$ cat config.mk
export PLATFORM = sky130hd
export DESIGN_NAME = calc_sequencer_flat
export DESIGN_NICKNAME = d
export VERILOG_FILES = /design/src/rtl/calc_sequencer_if.sv /design/src/rtl/calc_sequencer.sv /design/src/flat_wrapper.sv
export SDC_FILE = /design/constraint.sdc
export NUM_CORES = 1
export LEC_CHECK = 0
export ABC_CLOCK_PERIOD_IN_PS = 4100
export BUFFER_PORTS_ARGS = -buffer_cell sky130_fd_sc_hd__clkbuf_2
export CORE_UTILIZATION = 55
export DETAILED_ROUTE_END_ITERATION = 12
export GPL_ROUTABILITY_DRIVEN = 0
export MAX_ROUTING_LAYER = met4
export PLACE_DENSITY = 0.72
export SYNTH_ARGS = -nofsm -noshare
export SYNTH_HDL_FRONTEND = slang
export SYNTH_SLANG_ARGS = --single-unit
$ cat constraint.sdc
create_clock -name clk -period 4.1 [get_ports clk]
set_input_delay 0.205 -clock clk [delete_from_list [all_inputs] [get_ports clk]]
set_output_delay 0.205 -clock clk [all_outputs]
set_load 0.02 [all_outputs]
$ cat src/rtl/calc_sequencer_if.sv
// Signal bundle between the calculator sequencer and its neighbours:
// keypad controller handshake, arithmetic unit start/done handshake and
// the display outputs. The sequencer uses the master side.
interface calc_sequencer_if;
  // keypad controller
  logic               read_input;
  logic               key_read;
  logic [3:0]         keypad_input;
  logic [2:0]         operator_input;
  logic               equal_input;
  // arithmetic unit
  logic               alu_start;
  logic [1:0]         alu_op;
  logic signed [15:0] alu_a;
  logic signed [15:0] alu_b;
  logic               alu_done;
  logic signed [15:0] alu_result;
  logic               alu_ovf;
  // display / status
  logic signed [15:0] disp_value;
  logic               disp_error;
  logic               busy;

  modport master (
    input  read_input, keypad_input, operator_input, equal_input,
    input  alu_done, alu_result, alu_ovf,
    output key_read, alu_start, alu_op, alu_a, alu_b,
    output disp_value, disp_error, busy
  );

  modport slave (
    output read_input, keypad_input, operator_input, equal_input,
    output alu_done, alu_result, alu_ovf,
    input  key_read, alu_start, alu_op, alu_a, alu_b,
    input  disp_value, disp_error, busy
  );
endinterface

$ cat src/rtl/calc_sequencer.sv
// Calculation sequencer for the 16-bit signed calculator.
//
// state       | meaning
// ------------+-----------------------------------------------------------
// ENTER_A     | building first operand A from digit/sign keys
// ENTER_B     | building second operand B; op latched
// EXEC        | one-cycle alu_start with A, B, op
// WAIT_ALU    | waiting for alu_done, timeout down-counter running
// SHOW_RESULT | result held in A and displayed
// ERROR       | overflow/timeout/negate fault; next key clears everything
module calc_sequencer #(
  parameter int ALU_TIMEOUT = 64
) (
  input logic                clk,
  input logic                nRST,
  calc_sequencer_if.master   bus
);

  typedef enum logic [2:0] {
    ENTER_A, ENTER_B, EXEC, WAIT_ALU, SHOW_RESULT, ERROR
  } state_t;

  state_t             state;
  logic signed [15:0] a_reg;
  logic signed [15:0] b_reg;
  logic [14:0]        mag;
  logic               sign_neg;
  logic               dig_flag;
  logic [1:0]         op;
  logic [1:0]         pend_op;
  logic               chain;
  logic [15:0]        tmo_cnt;
  logic               armed;

  logic               accept;
  logic               is_eq;
  logic               is_sign;
  logic               is_arith;
  logic               is_digit;
  logic [1:0]         key_op;
  logic [19:0]        new_mag;
  logic               digit_ok;
  logic signed [15:0] operand;
  logic               a_is_min;

  // A key is taken only while not talking to the ALU, and only once per press.
  assign accept   = armed & bus.read_input &
                    (state inside {ENTER_A, ENTER_B, SHOW_RESULT, ERROR});
  assign is_eq    = bus.equal_input;
  assign is_sign  = !bus.equal_input && (bus.operator_input == 3'b001);
  assign is_arith = !bus.equal_input &&
                    (bus.operator_input inside {3'b010, 3'b011, 3'b100});
  assign is_digit = !bus.equal_input && (bus.operator_input == 3'b000);
  assign key_op   = (bus.operator_input == 3'b010) ? 2'b00 :
                    (bus.operator_input == 3'b011) ? 2'b01 : 2'b10;
  assign new_mag  = 20'(mag) * 20'd10 + 20'(bus.keypad_input);
  assign digit_ok = (new_mag <= 20'd32767);
  assign operand  = sign_neg ? -$signed({1'b0, mag}) : $signed({1'b0, mag});
  assign a_is_min = (a_reg == 16'sh8000);

  // Sequencer FSM with registered handshake, ALU and display outputs.
  always_ff @(posedge clk or negedge nRST) begin
    if (!nRST) begin
      state          <= ENTER_A;
      a_reg          <= '0;
      b_reg          <= '0;
      mag            <= '0;
      sign_neg       <= 1'b0;
      dig_flag       <= 1'b0;
      op             <= '0;
      pend_op        <= '0;
      chain          <= 1'b0;
      tmo_cnt        <= '0;
      armed          <= 1'b1;
      bus.key_read   <= 1'b0;
      bus.alu_start  <= 1'b0;
      bus.alu_op     <= '0;
      bus.alu_a      <= '0;
      bus.alu_b      <= '0;
      bus.disp_value <= '0;
      bus.disp_error <= 1'b0;
      bus.busy       <= 1'b0;
    end else begin
      bus.key_read  <= 1'b0;
      bus.alu_start <= 1'b0;
      if (!bus.read_input) armed <= 1'b1;
      if (accept) begin
        bus.key_read <= 1'b1;
        armed        <= 1'b0;
      end

      // display follows the registers one cycle later; result/error paths override below
      case (state)
        ENTER_A, ENTER_B: bus.disp_value <= operand;
        SHOW_RESULT:      bus.disp_value <= a_reg;
        ERROR:            bus.disp_value <= '0;
        default:          ;
      endcase

      case (state)
        ENTER_A, ENTER_B: begin
          if (accept) begin
            if (is_digit) begin
              if (digit_ok) begin
                mag      <= new_mag[14:0];
                dig_flag <= 1'b1;
              end
            end else if (is_sign) begin
              sign_neg <= ~sign_neg;
            end else if (is_arith) begin
              if (state == ENTER_A) begin
                op       <= key_op;
                a_reg    <= operand;
                mag      <= '0;
                sign_neg <= 1'b0;
                dig_flag <= 1'b0;
                state    <= ENTER_B;
              end else if (!dig_flag) begin
                op <= key_op;
              end else begin
                pend_op  <= key_op;
                chain    <= 1'b1;
                b_reg    <= operand;
                state    <= EXEC;
                bus.busy <= 1'b1;
              end
            end else if (is_eq && (state == ENTER_B)) begin
              b_reg    <= operand;
              state    <= EXEC;
              bus.busy <= 1'b1;
            end
          end
        end

        EXEC: begin
          bus.alu_start <= 1'b1;
          bus.alu_a     <= a_reg;
          bus.alu_b     <= b_reg;
          bus.alu_op    <= op;
          tmo_cnt       <= 16'(ALU_TIMEOUT - 1);
          state         <= WAIT_ALU;
        end

        WAIT_ALU: begin
          if (bus.alu_done) begin
            bus.busy <= 1'b0;
            if (bus.alu_ovf) begin
              state          <= ERROR;
              bus.disp_error <= 1'b1;
              bus.disp_value <= '0;
            end else begin
              a_reg          <= bus.alu_result;
              bus.disp_value <= bus.alu_result;
              if (chain) begin
                op       <= pend_op;
                chain    <= 1'b0;
                mag      <= '0;
                sign_neg <= 1'b0;
                dig_flag <= 1'b0;
                state    <= ENTER_B;
              end else begin
                state <= SHOW_RESULT;
              end
            end
          end else if (tmo_cnt == '0) begin
            bus.busy       <= 1'b0;
            state          <= ERROR;
            bus.disp_error <= 1'b1;
            bus.disp_value <= '0;
          end else begin
            tmo_cnt <= tmo_cnt - 16'd1;
          end
        end

        SHOW_RESULT: begin
          if (accept) begin
            if (is_digit) begin
              a_reg    <= '0;
              b_reg    <= '0;
              op       <= '0;
              pend_op  <= '0;
              chain    <= 1'b0;
              sign_neg <= 1'b0;
              mag      <= 15'(bus.keypad_input);
              dig_flag <= 1'b1;
              state    <= ENTER_A;
            end else if (is_sign) begin
              if (a_is_min) begin
                state          <= ERROR;
                bus.disp_error <= 1'b1;
                bus.disp_value <= '0;
              end else begin
                a_reg <= -a_reg;
              end
            end else if (is_arith) begin
              op       <= key_op;
              mag      <= '0;
              sign_neg <= 1'b0;
              dig_flag <= 1'b0;
              state    <= ENTER_B;
            end
          end
        end

        ERROR: begin
          // the clearing key is swallowed, not applied
          if (accept) begin
            a_reg          <= '0;
            b_reg          <= '0;
            mag            <= '0;
            sign_neg       <= 1'b0;
            dig_flag       <= 1'b0;
            op             <= '0;
            pend_op        <= '0;
            chain          <= 1'b0;
            tmo_cnt        <= '0;
            bus.disp_error <= 1'b0;
            bus.disp_value <= '0;
            state          <= ENTER_A;
          end
        end

        default: state <= ENTER_A;
      endcase
    end
  end

endmodule

$ cat src/flat_wrapper.sv
// flat-port wrapper written by rule: the top's interface ports become plain ports
module calc_sequencer_flat 
#(
  parameter int ALU_TIMEOUT = 64
)
  (clk, nRST, bus_read_input, bus_keypad_input, bus_operator_input, bus_equal_input, bus_alu_done, bus_alu_result, bus_alu_ovf, bus_key_read, bus_alu_start, bus_alu_op, bus_alu_a, bus_alu_b, bus_disp_value, bus_disp_error, bus_busy);
  calc_sequencer_if bus_i ();
  input logic clk;
  input logic nRST;
  input wire logic [$bits(bus_i.read_input)-1:0] bus_read_input;
  input wire logic [$bits(bus_i.keypad_input)-1:0] bus_keypad_input;
  input wire logic [$bits(bus_i.operator_input)-1:0] bus_operator_input;
  input wire logic [$bits(bus_i.equal_input)-1:0] bus_equal_input;
  input wire logic [$bits(bus_i.alu_done)-1:0] bus_alu_done;
  input wire logic [$bits(bus_i.alu_result)-1:0] bus_alu_result;
  input wire logic [$bits(bus_i.alu_ovf)-1:0] bus_alu_ovf;
  output wire logic [$bits(bus_i.key_read)-1:0] bus_key_read;
  output wire logic [$bits(bus_i.alu_start)-1:0] bus_alu_start;
  output wire logic [$bits(bus_i.alu_op)-1:0] bus_alu_op;
  output wire logic [$bits(bus_i.alu_a)-1:0] bus_alu_a;
  output wire logic [$bits(bus_i.alu_b)-1:0] bus_alu_b;
  output wire logic [$bits(bus_i.disp_value)-1:0] bus_disp_value;
  output wire logic [$bits(bus_i.disp_error)-1:0] bus_disp_error;
  output wire logic [$bits(bus_i.busy)-1:0] bus_busy;
  assign bus_i.read_input = bus_read_input;
  assign bus_i.keypad_input = bus_keypad_input;
  assign bus_i.operator_input = bus_operator_input;
  assign bus_i.equal_input = bus_equal_input;
  assign bus_i.alu_done = bus_alu_done;
  assign bus_i.alu_result = bus_alu_result;
  assign bus_i.alu_ovf = bus_alu_ovf;
  assign bus_key_read = bus_i.key_read;
  assign bus_alu_start = bus_i.alu_start;
  assign bus_alu_op = bus_i.alu_op;
  assign bus_alu_a = bus_i.alu_a;
  assign bus_alu_b = bus_i.alu_b;
  assign bus_disp_value = bus_i.disp_value;
  assign bus_disp_error = bus_i.disp_error;
  assign bus_busy = bus_i.busy;
  calc_sequencer #(.ALU_TIMEOUT(ALU_TIMEOUT)) u_core (.clk(clk), .nRST(nRST), .bus(bus_i));
endmodule
==> metrics.cfg, run 1 <==
[run_status]
status = complete, no violations

[worst_setup_path]
end_kind = flip-flop
cp_max_fo = 7
cp.required_ps = 4390
critPathLaunchType = flip-flop
critPathArrivalTime_ps = 4110
setup.worst_path.class = reg2reg

[logic_synthesis]
synth_top_flop_cell = dfrtp_1
synth_common_cells = dfrtp_1 (127), nand2_1 (73), nor2_1 (69)
ys_types = 73
yosys.area.top_type = dfrtp_1
synth_edf_count = 0
ys_seq_elements = 128
synth.top_cell.area_share = 0.4113
syn-instance-count = 797
synth_most_common_cell = dfrtp_1
yosys_warnings = 0
syn_area_per_cell_sq_um = 9.694
ys_seq_area_frac = 0.4147
ys_top_cells_by_area = dfrtp_1 (41%), mux2_2 (5.2%), ha_1 (5.2%)
synth.cell_area_sq_um = 7726
syn_nets = 860
async_flop_share = 1.000

[clocking]
cts.sinks = 128
clk_pin_slew_ps = 60
worstSkewPairLatency_ps = 430
cts_setup_buffers = 0
root_buffer = clkbuf_16
cts_resized = 0
cts_buffers = 17
cts_hold_buf = 4
clockBufferDepth = 2
cts_tree = yes
htree_levels = 4

[drt]
drt_pass1_iterations = 7
drt_iter0_markers = 539
route.met3.wl_um = 1399
dr.max_layer_used = met4
routed_via_density = 6.258
vias = 6677
post_drt_wl_per_cell_um = 19.12
route.detailed.drc = 0
antenna_left = 0
wl_met1_um = 9234
routed_wl_um = 20400
dr_wl_met2_um = 9415

[timing]
slew_headroom = 0.3658
tightest_slew_ps = 951.3
finalCritPeriodShare = 0.9308
setup_viol_count_final = 0
slew_viol_final = 0
rsz0062_at_grt = false
max_freq_mhz = 262.0
fin_tns_setup_ps = 0
min_period_ps = 3816
finalHoldViolations = 0
skew_ps = 11.36

[global_route]
grt_max_degree = 76
grt_pass1_wl_um = 33470
first_global_vias = 6481
track_usage = 0.3078
overflow = 0
grt_antenna_before_repair = 0

[cells_and_area]
seq_area_sq_um = 3204
fin_area_sq_um = 8954
nNetsFinal = 941
multi_input_area_sq_um = 4295
drive_gt1_frac = 0.2290
fillers = 1090
area_growth_pct = 15.89
n_antenna_cell = 0

[hold_path]
min_path_type = in2reg

[pwr]
p_int_uw = 3633
clkPwrFrac = 0.239
p_per_area_nw_per_um2 = 697.1
leakagePower_uw = 0.004113
pwr-share-comb = 0.409
vdd_ir_drop_max_uv = 425.6
p_total_uw = 6242
p_sw_frac = 0.4179
p_seq_frac = 0.352
power_switching_uw = 2609

[die]
die_w_um = 120.5
dieHeight_um = 120.5
core_sq_um = 13450
rows = 42
initial_core_util = 0.5743
die_area_sq_um = 14530
ios = 83

[run]
maxCapViolCount = 0

[placement]
dp_hpwl_um = 14990
dpl_cell_area_sq_um = 8329
port_buffers = 82

-- power groups by stage --
stage                     logic [uW]  clock network [uW]  registers (uW)
after floorplan                 1700                   0            2220
after global placement          2450                   0            2160
after detailed placement        2520                   0            2200
after CTS                       2540                1510            2180
after global routing            2810                1570            2250
final                           2550                1490            2200
-- kinds of logic after synthesis --
group	synth area share
and+or+nand+nor	0.1574
AOI/OAI and AO/OA	0.2248
xor gates and xnor gates	0.05085
adders and majority gates	0.05700
DFF	0.4147
muxes	0.06543
buffers and inverters	0.02980
-- critical path: stages (launching register included) --
cell,delay [ps]
dfrtp_1,460
ha_1,330
ha_1,220
fa_1,430
a211o_1,400
a211o_1,290
a31oi_1,200
xnor2_1,220
nor3b_2,380
a211oi_4,140
o31ai_2,490
o2bb2ai_1,140
-- layer usage --
metal	up-vias	track usage
met1	3264	0.4219
met4	0	0.1034
li1	3101	-
met2	282	0.4501
met3	30	0.07311
met5	-	-
-- cells in the final DEF (no fill, tap or decap), types with 5 or more instances in the layout --
cell,n
nor4_1,5
xnor2_1,22
o31ai_1,20
nor3b_1,7
o21a_1,6
or2_2,7
a31oi_1,11
dfrtp_1,127
a21oi_1,43
buf_4,16
o2bb2ai_1,5
o21ai_1,11
inv_6,6
ha_1,32
o41ai_1,5
a22o_1,13
o21ai_0,65
nand3_1,17
nand2b_1,8
mux2i_1,10
o2bb2ai_2,11
a221oi_1,7
nor2_1,69
a22oi_1,9
a21o_1,6
clkbuf_2,81
nand2_1,73
nor3_1,17
or4_1,5
inv_1,17
clkbuf_16,17
nor2b_1,11
mux2_2,36
xor2_1,21
-- final cells by class --
type | instances | share of cell area
multi-input combinational | 612 | 0.4797
clock buffer | 19 | 0.04835
clock inverter | 13 | 0.01691
sequential | 128 | 0.3579
tap | 176 | 0.02459
timing repair buffer | 102 | 0.06540
inverter | 17 | 0.007127
-- path summary, 6_finish.rpt --
kind                            depth (start not counted)             endpoint           startpoint  slack [ps]
worst max-delay path                                   11        u_core.mag[2]        u_core.mag[1]         280
worst min-delay path                                    3        u_core.mag[0]  bus_keypad_input[0]          20
worst max register to register                         11        u_core.mag[2]        u_core.mag[1]         280
worst min register to register                          2      u_core.b_reg[4]      u_core.b_reg[4]         480
max in group asynchronous                               3      u_core.a_reg[8]                 nRST        2820
min in group asynchronous                               2  u_core.bus.alu_b[5]                 nRST         460
-- stage by stage --
stage	utilization	instances	setup slack (ps)	hold WS, ps
2_1_floorplan	-	797	566.6	-90.59
3_3_place_gp	0.6191	1031	439.7	393.7
3_5_place_dp	0.6191	1031	298.1	405.2
4_1_cts	0.6656	1067	286.7	12.34
5_1_grt	0.6656	1067	33.39	20.83
6_report	0.6656	1067	283.9	19.71
Power figures use the tool's default switching activity.
==> run 2, diff against run 1 <==
--- a/config.mk
+++ b/config.mk
@@ -7,11 +7,13 @@
 export LEC_CHECK = 0
 export ABC_CLOCK_PERIOD_IN_PS = 4100
 export BUFFER_PORTS_ARGS = -buffer_cell sky130_fd_sc_hd__clkbuf_2
-export CORE_UTILIZATION = 55
+export CORE_UTILIZATION = 30
 export DETAILED_ROUTE_END_ITERATION = 12
 export GPL_ROUTABILITY_DRIVEN = 0
+export GPL_TIMING_DRIVEN = 1
 export MAX_ROUTING_LAYER = met4
-export PLACE_DENSITY = 0.72
+export PLACE_DENSITY = 0.43
+export SKIP_LAST_GASP = 1
 export SYNTH_ARGS = -nofsm -noshare
 export SYNTH_HDL_FRONTEND = slang
 export SYNTH_SLANG_ARGS = --single-unit
==> run 2 against run 1 <==
  * Sequential cell count is the same
  * Global-route usage decreased by 12 points
  * Via count decreased by 5.0%
  * Sequential power decreased by 3%
  * Critical endpoint is now u_core.mag[14]
  * Largest cell class unchanged
==> metrics.cfg, run 2 (synthesis results as in run 1) <==
[worst_setup_path]
critPathMaxStageDelay_ps = 430
startpoint = u_core.mag[1]
critPathArrivalTime_ps = 3960
setup.worst_path.class = reg2reg
critical_path_depth = 12
rr_worst_depth = 12
cp.required_ps = 4430
crit_chain = ha_1 -> ha_1 -> fa_1 -> a211o_1 -> a211o_1 -> a31oi_1 -> xnor2_1 -> nor3b_2 -> a211oi_4 -> o31ai_4 -> buf_4 -> o2bb2ai_1
slowest_stage = fa_1
critical_path_buf_inv_count = 1
critPathLaunchType = flip-flop
crit_family = compound AO/OA/AOI/OAI gates
end_kind = flip-flop
crit-reg2reg-launch = u_core.mag[1]
cp_max_fo = 16

[cells_and_area]
layout_commonest_cell = dfrtp_1
area_growth_pct = 19.17
final_cell_mix = dfrtp_1 (127), clkbuf_2 (81), nand2_1 (72)
fin_area_sq_um = 9208
n_antenna_cell = 0
nNetsFinal = 953
drive_gt1_frac = 0.2439
stdcell_count = 1232

[clocking]
clk_pin_slew_ps = 60
root_buffer = clkbuf_16
cts_buffers = 17
cts_tree = yes
htree_levels = 4
worstSkewPairLatency_ps = 420
cts_setup_buffers = 0
clockBufferDepth = 2
cts.sinks = 128

[timing]
max_freq_mhz = 275.2
fin_tns_setup_ps = 0
setup_viol_count_final = 0
skew_ps = 6.010
slew_viol_final = 0
rsz0062_at_grt = false
finalCritPeriodShare = 0.8864
tightest_slew_ps = 1006
min_period_ps = 3634
finalHoldViolations = 0
slew_headroom = 0.3294

[global_route]
grt.met1_usage = 0.2612
grt_antenna_before_repair = 0
met3_usage = 0.02674
grt_max_degree = 103
overflow = 0
grt_pass1_wl_um = 36860
track_usage = 0.1867
first_global_vias = 6343
busiest_layer = met2
use_met2 = 0.2795

[pwr]
leakagePower_uw = 0.004173
vdd_ir_drop_max_uv = 295.5
p_per_area_nw_per_um2 = 680.3

[die]
rows = 58
dieHeight_um = 162.5
core_sq_um = 25250
die_w_um = 162.5
die_area_sq_um = 26400
ios = 83
initial_core_util = 0.3059

[drt]
drt_iter0_markers = 294
routed_wl_um = 23120
antenna_left = 0
route.detailed.drc = 0
vias = 6345
routed_via_density = 5.150
drt_pass1_iterations = 4
post_drt_wl_per_cell_um = 18.77

[hold_path]
min_path_type = in2reg
min_from = bus_alu_result[3]
worstHoldPathCells = 3

[run_status]
status = complete, no violations

[run]
maxCapViolCount = 0

[placement]
dpl_cell_area_sq_um = 8621
dpl.cell_count = 1199
dp_hpwl_um = 17000
port_buffers = 82

==> run 2: path summary, 6_finish.rpt <==
check	to	slack (ps)
setup / recovery	u_core.mag[14]	470
hold / removal	u_core.bus.disp_value[3]	20
setup reg to reg	u_core.mag[14]	470
hold reg to reg	u_core.b_reg[6]	480
max in group asynchronous	u_core.b_reg[15]	2620
min in group asynchronous	u_core.bus.alu_b[6]	450
==> run 2: area by class of cell <==
cell class,instances,area (sq um)
Clock buffer,17,425.4
Multi-Input combinational cell,612,4298
Fill cell,2612,16050
Timing Repair Buffer,114,661.9
Tap cell,330,412.9
Clock inverter,14,141.4
Inverter,17,63.81
Sequential cell,128,3204
==> run 2: power breakdown <==
part           total, uW  switching, uW  internal [uW]  leakage [uW]
registers           2140            444           1700       0.00167
clock network       1480            588            890      0.000271
logic               2640           1560           1080       0.00223
total               6260           2600           3670       0.00417
==> run 2: layer usage <==
metal,wire (um),vias to the layer above
met4,341,0
met2,10260,106
met1,11950,3099
li1,-,3123
met5,0,-
met3,570,17
==> run 2: stage by stage <==
| step | hold WS, ps | total power [uW] | setup slack, ps | utilization |
|---|---|---|---|---|
| 2_1_floorplan | -90.59 | 3918 | 566.6 | - |
| 5_1_grt | 8.615 | 6723 | 242.6 | 0.3646 |
| 4_1_cts | 13.14 | 6335 | 458.7 | 0.3646 |
| 6_report | 23.68 | 6264 | 465.8 | 0.3646 |
| 3_3_place_gp | 401.2 | 4814 | 490.1 | 0.3414 |
| 3_5_place_dp | 405.0 | 4829 | 465.0 | 0.3414 |
==> run 2: repair_timing <==
action                    in CTS  in global routing
gates resized for setup        0                  0
hold endpoints to repair     101                  0
hold buffers                   2                  0
==> run 2: tightest hold or removal path, delay by kind of cell <==
| family | cells | cell delay (ps) |
|---|---|---|
| AND/OR/NAND/NOR | 1 | 40 |
| buffers and inverters | 1 | 100 |
| AO/OA/AOI/OAI | 1 | 60 |
